--- config.mk ---
export PLATFORM = sky130hd
export DESIGN_NAME = serial_add_ctrl
export DESIGN_NICKNAME = d
export VERILOG_FILES = /design/src/rtl/serial_add_ctrl.sv
export SDC_FILE = /design/constraint.sdc
export NUM_CORES = 1
export LEC_CHECK = 0
export CAP_MARGIN = 20
export CORE_MARGIN = 3
export CORE_UTILIZATION = 50
export DETAILED_ROUTE_END_ITERATION = 10
export GPL_ROUTABILITY_DRIVEN = 0
export PLACE_DENSITY = 0.78
export SLEW_MARGIN = 20
export SYNTH_ARGS = -nofsm -noshare
export SYNTH_HDL_FRONTEND = slang
export SYNTH_SLANG_ARGS = --single-unit
--- constraint.sdc ---
create_clock -name clk -period 2.05 [get_ports clk]
set_input_delay 0.5125 -clock clk [delete_from_list [all_inputs] [get_ports clk]]
set_output_delay 0.5125 -clock clk [all_outputs]
set_load 0.05 [all_outputs]
--- src/rtl/serial_add_ctrl.sv ---
// Bit-serial adder controller: one time-shared full adder walks the operands
// LSB first, one bit per clock, and reports sum, carry-out and signed overflow.
//
// state | meaning
// IDLE  | waiting for start; result registers hold the last result
// RUN   | one operand bit per edge through the shared full adder
// DONE  | single-cycle done pulse, then back to IDLE unconditionally

module serial_add_fa (
  input  logic a_i,
  input  logic b_i,
  input  logic c_i,
  output wire  s_o,
  output wire  c_o
);
  wire p;
  wire g;
  wire t;

  xor u_x1 (p, a_i, b_i);
  xor u_x2 (s_o, p, c_i);
  and u_a1 (g, a_i, b_i);
  and u_a2 (t, p, c_i);
  or  u_o1 (c_o, g, t);
endmodule

module serial_add_ctrl #(
  parameter int WIDTH = 8
) (
  input  logic             clk,
  input  logic             rst,
  input  logic             start,
  input  logic [WIDTH-1:0] a,
  input  logic [WIDTH-1:0] b,
  input  logic             cin,
  output logic             busy,
  output logic             done,
  output logic [WIDTH-1:0] sum,
  output logic             cout,
  output logic             ovf
);
  localparam int CW = $clog2(WIDTH + 1);
  localparam logic [CW-1:0] LAST_BIT = CW'(WIDTH - 1);

  typedef enum logic [1:0] {
    S_IDLE = 2'd0,
    S_RUN  = 2'd1,
    S_DONE = 2'd2
  } state_t;

  state_t           state_q, state_d;
  logic [WIDTH-1:0] a_q, a_d;
  logic [WIDTH-1:0] b_q, b_d;
  logic [WIDTH-1:0] sum_q, sum_d;
  logic [CW-1:0]    cnt_q, cnt_d;
  logic             carry_q, carry_d;
  logic             cout_q, cout_d;
  logic             ovf_q, ovf_d;
  wire              fa_s;
  wire              fa_c;

  // The only adder in the block; operands are presented one bit at a time.
  serial_add_fa u_fa (
    .a_i (a_q[0]),
    .b_i (b_q[0]),
    .c_i (carry_q),
    .s_o (fa_s),
    .c_o (fa_c)
  );

  // State and datapath registers; reset clears everything.
  always_ff @(posedge clk) begin
    if (rst) begin
      state_q <= S_IDLE;
      a_q     <= '0;
      b_q     <= '0;
      sum_q   <= '0;
      cnt_q   <= '0;
      carry_q <= 1'b0;
      cout_q  <= 1'b0;
      ovf_q   <= 1'b0;
    end else begin
      state_q <= state_d;
      a_q     <= a_d;
      b_q     <= b_d;
      sum_q   <= sum_d;
      cnt_q   <= cnt_d;
      carry_q <= carry_d;
      cout_q  <= cout_d;
      ovf_q   <= ovf_d;
    end
  end

  // Next-state and datapath update; everything holds unless the state acts.
  always_comb begin
    state_d = state_q;
    a_d     = a_q;
    b_d     = b_q;
    sum_d   = sum_q;
    cnt_d   = cnt_q;
    carry_d = carry_q;
    cout_d  = cout_q;
    ovf_d   = ovf_q;
    unique case (state_q)
      S_IDLE: begin
        if (start) begin
          a_d     = a;
          b_d     = b;
          carry_d = cin;
          cnt_d   = '0;
          sum_d   = '0;
          cout_d  = 1'b0;
          ovf_d   = 1'b0;
          state_d = S_RUN;
        end
      end
      S_RUN: begin
        // Sum bits enter at the MSB so that after WIDTH shifts bit 0 lands at bit 0.
        sum_d            = sum_q >> 1;
        sum_d[WIDTH-1]   = fa_s;
        a_d              = a_q >> 1;
        b_d              = b_q >> 1;
        carry_d          = fa_c;
        cnt_d            = cnt_q + CW'(1);
        if (cnt_q == LAST_BIT) begin
          // carry_q is the carry entering the top bit at this point.
          cout_d  = fa_c;
          ovf_d   = carry_q ^ fa_c;
          state_d = S_DONE;
        end
      end
      S_DONE: begin
        state_d = S_IDLE;
      end
      default: begin
        state_d = S_IDLE;
      end
    endcase
  end

  assign busy = (state_q != S_IDLE);
  assign done = (state_q == S_DONE);
  assign sum  = sum_q;
  assign cout = cout_q;
  assign ovf  = ovf_q;
endmodule

==> results of run 1 <==
## state kept, by name, indices dropped and copies added (netlist names)
register / count
state_q: 2
b_q: 8
a_q: 8
sum: 8
ovf: 1
carry_q: 1
cnt_q: 4
cout: 1
## what timing repair did
action                                 in CTS  in global routing
endpoints found under the hold margin       0                  0
gates resized for setup                     1                  9
setup buffers                               0                  0
hold buffers                                0                  0
setup endpoints to repair                   1                  9
cloned                                      0                  0
## cell families (layout without fill, tap and decap cells)
kind of cell | Yosys count | count (layout) | synth area share, %
buffers and inverters | 22 | 54 | 7.04
multiplexers | 1 | 1 | 0.632
flip-flops | 33 | 33 | 41.7
AND/OR/NAND/NOR | 70 | 70 | 26.2
AO/OA/AOI/OAI | 48 | 48 | 21.7
adder cells (fa/ha/maj) | 2 | 2 | 2.06
XOR/XNOR | 1 | 1 | 0.553
## worst paths after layout
path / to / slack, ns / depth (start not counted)
hold reg to reg: b_q[7] / 0.48 / 2
setup reg to reg: cnt_q[1] / 0.44 / 4
setup / recovery: sum[5] / 0.28 / 1
hold / removal: b_q[7] / 0.48 / 2
## cells in the mapped netlist, types with 2 or more instances
| master | count |
|---|---|
| buf_4 | 2 |
| or3b_2 | 2 |
| nor3_1 | 8 |
| clkbuf_1 | 7 |
| a22o_1 | 2 |
| nand2_1 | 4 |
| a22oi_1 | 9 |
| or3b_1 | 7 |
| o221a_2 | 6 |
| nand3_1 | 2 |
| nor2b_1 | 7 |
| nor3_2 | 3 |
| dfxtp_1 | 33 |
| o22ai_1 | 2 |
| o22a_1 | 6 |
| buf_6 | 2 |
| nor2_1 | 19 |
| nand2b_1 | 11 |
| buf_2 | 4 |
| a21oi_1 | 18 |
| or2_2 | 2 |
| inv_1 | 6 |
## layer usage
layer / vias to the layer above / wire length, um / track usage, %
met2: 34 / 1840 / 34.1
met1: 659 / 1460 / 21.2
met4: 0 / 42 / 6.61
met3: 5 / 213 / 5.77
met5: - / 0 / 0
li1: 686 / - / -
## layout make-up
class	count	area [sq um]
Fill cell	234	796
Inverter	6	22.5
Tap cell	42	52.6
Timing Repair Buffer	40	432
Multi-Input combinational cell	122	811
Clock inverter	3	65.1
Sequential cell	33	661
Clock buffer	5	37.5
## placed cells by master (no fill, tap or decap), types with 3 or more instances in the layout
cell type	count
dfxtp_1	33
nor2_1	19
clkdlybuf4s50_1	19
a21oi_1	18
nand2b_1	11
a22oi_1	9
dlymetal6s2s_1	9
nor3_1	8
buf_4	8
nor2b_1	7
or3b_1	7
o22a_1	6
inv_1	6
o221a_2	6
clkbuf_4	5
nand2_1	4
nor3_2	3
buf_12	3
## per-stage QoR
step | area (sq um) | power [uW]
final | 2080 | 1540
after global routing | 2080 | 1620
after CTS | 2060 | 1550
after detailed placement | 1960 | 947
after global placement | 1960 | 934
after floorplan | 1580 | 861
## power by group through the flow
stage / registers (uW) / logic [uW] / clock network (uW)
floorplan: 717 / 145 / 0
global placement: 712 / 223 / 0
detailed placement: 715 / 232 / 0
CTS: 700 / 232 / 618
global route: 706 / 253 / 656
finish: 700 / 231 / 609
==> metrics, run 1 <==
CTS sink cnt 33; crit path max-delay cell type dlygate4sd2_1; clock buffer depth 2; setup slack after layout 0.280 ns; Final Cycle Share 86.4%; Root Driver clkbuf_4; syn_area_per_cell 8.94 sq um; Residual DRC 0; initial antenna violation count 0; slew margin rel. 54.0%; P per Cell Area 740 nW/um^2; layout net count 230; Synth area leaders dfxtp_1, a21oi_1, nor2_1; final core utilization 72.3%; post-synthesis cell count 177; number of max-cap violations 0; Slew Limit Fails 0; cell leakage power 0.000963 uW; status complete, no violations; sequential area share after synthesis 41.7%; crit-path cells dlygate4sd2_1; Gate power share 15.0%; Sw Ratio 23.7%; layout cell share with drive strength beyond 1 16.3%; Port Buffers 31; largest net degree at the start of global routing 26; DR WL/cell 14.2 um; cell taking the most area after synthesis dfxtp_1; hold slack 0.483 ns; top cell type's share of synthesized area 41.7%; Initial Util 55.0%; Worst Tran Pin Value 0.688 ns; min Tclk post-route 1.77 ns; mapped cell area 1580 sq um; pre-CTS WS 0.0735 ns; min-delay worst type flip-flop to flip-flop; Top Ports 32; floorplan die area 3880 sq um; #FFs+latches synth 33; setup TNS 0 ns; core footprint 2880 sq um; FF-to-FF Start state_q[0]; Hold Vio Cnt, Final 0; CP arrival 1.26 ns; clock network power share 39.5%; DR iter-0 viols 90; max incr delay on CP 0.54 ns; EDFF count, synth 0; CP endpoint kind primary output; syn nets 199; register share of total power 45.5%; critical path class flip-flop to primary output; CP Buf/Inv Count 1; top cell family by delay on the critical path buffers and inverters; antenna viol nets, final 0; first-pass GRT wire length 6000 um; Die Y 62.3 um; Unique masters post-synth 37; FMAX 565 MHz; placed cells 243; Setup violations, final 0; CTS tree built; n_diodes 0; number of global-route vias before repair 1362; DR pass1 iterations 4; routed wire length 3550 um; ys flop type dfxtp_1; final cell count without fillers 251; Worst Skew 0.00764 ns; CP startpoint sum[5]; HPWL Detailed 2530 um; via count 1384; grt ovf 0; row count 19; All-Layer GR Usage 19.0%; Clk pin slew, worst setup/hold paths 0.11 ns; switching pwr 365 uW; Async S/R FF share, synth 0%; htree depth 2; worst path required time 1.54 ns; die extent in x 62.3 um; Max VDD drop 0.575 mV; Startpoint Class flip-flop; YS warnings 0; hold_sp b_q[7]; Area Growth Syn to Fin 31.5%; worst-skew pair later-pin latency 0.33 ns; Vias/cell 5.51; RSZ-0062 raised after global routing false; worst-path maximum fanout 3; internal power 1180 uW; TritonCTS Buffers 5
Power figures use the tool's default switching activity.
==> inputs of run 2 (changes only) <==
Settings changed: ABC_AREA set to 0.
==> results of run 2 <==
The final DEF is identical to that of run 1; final timing and power are the same.
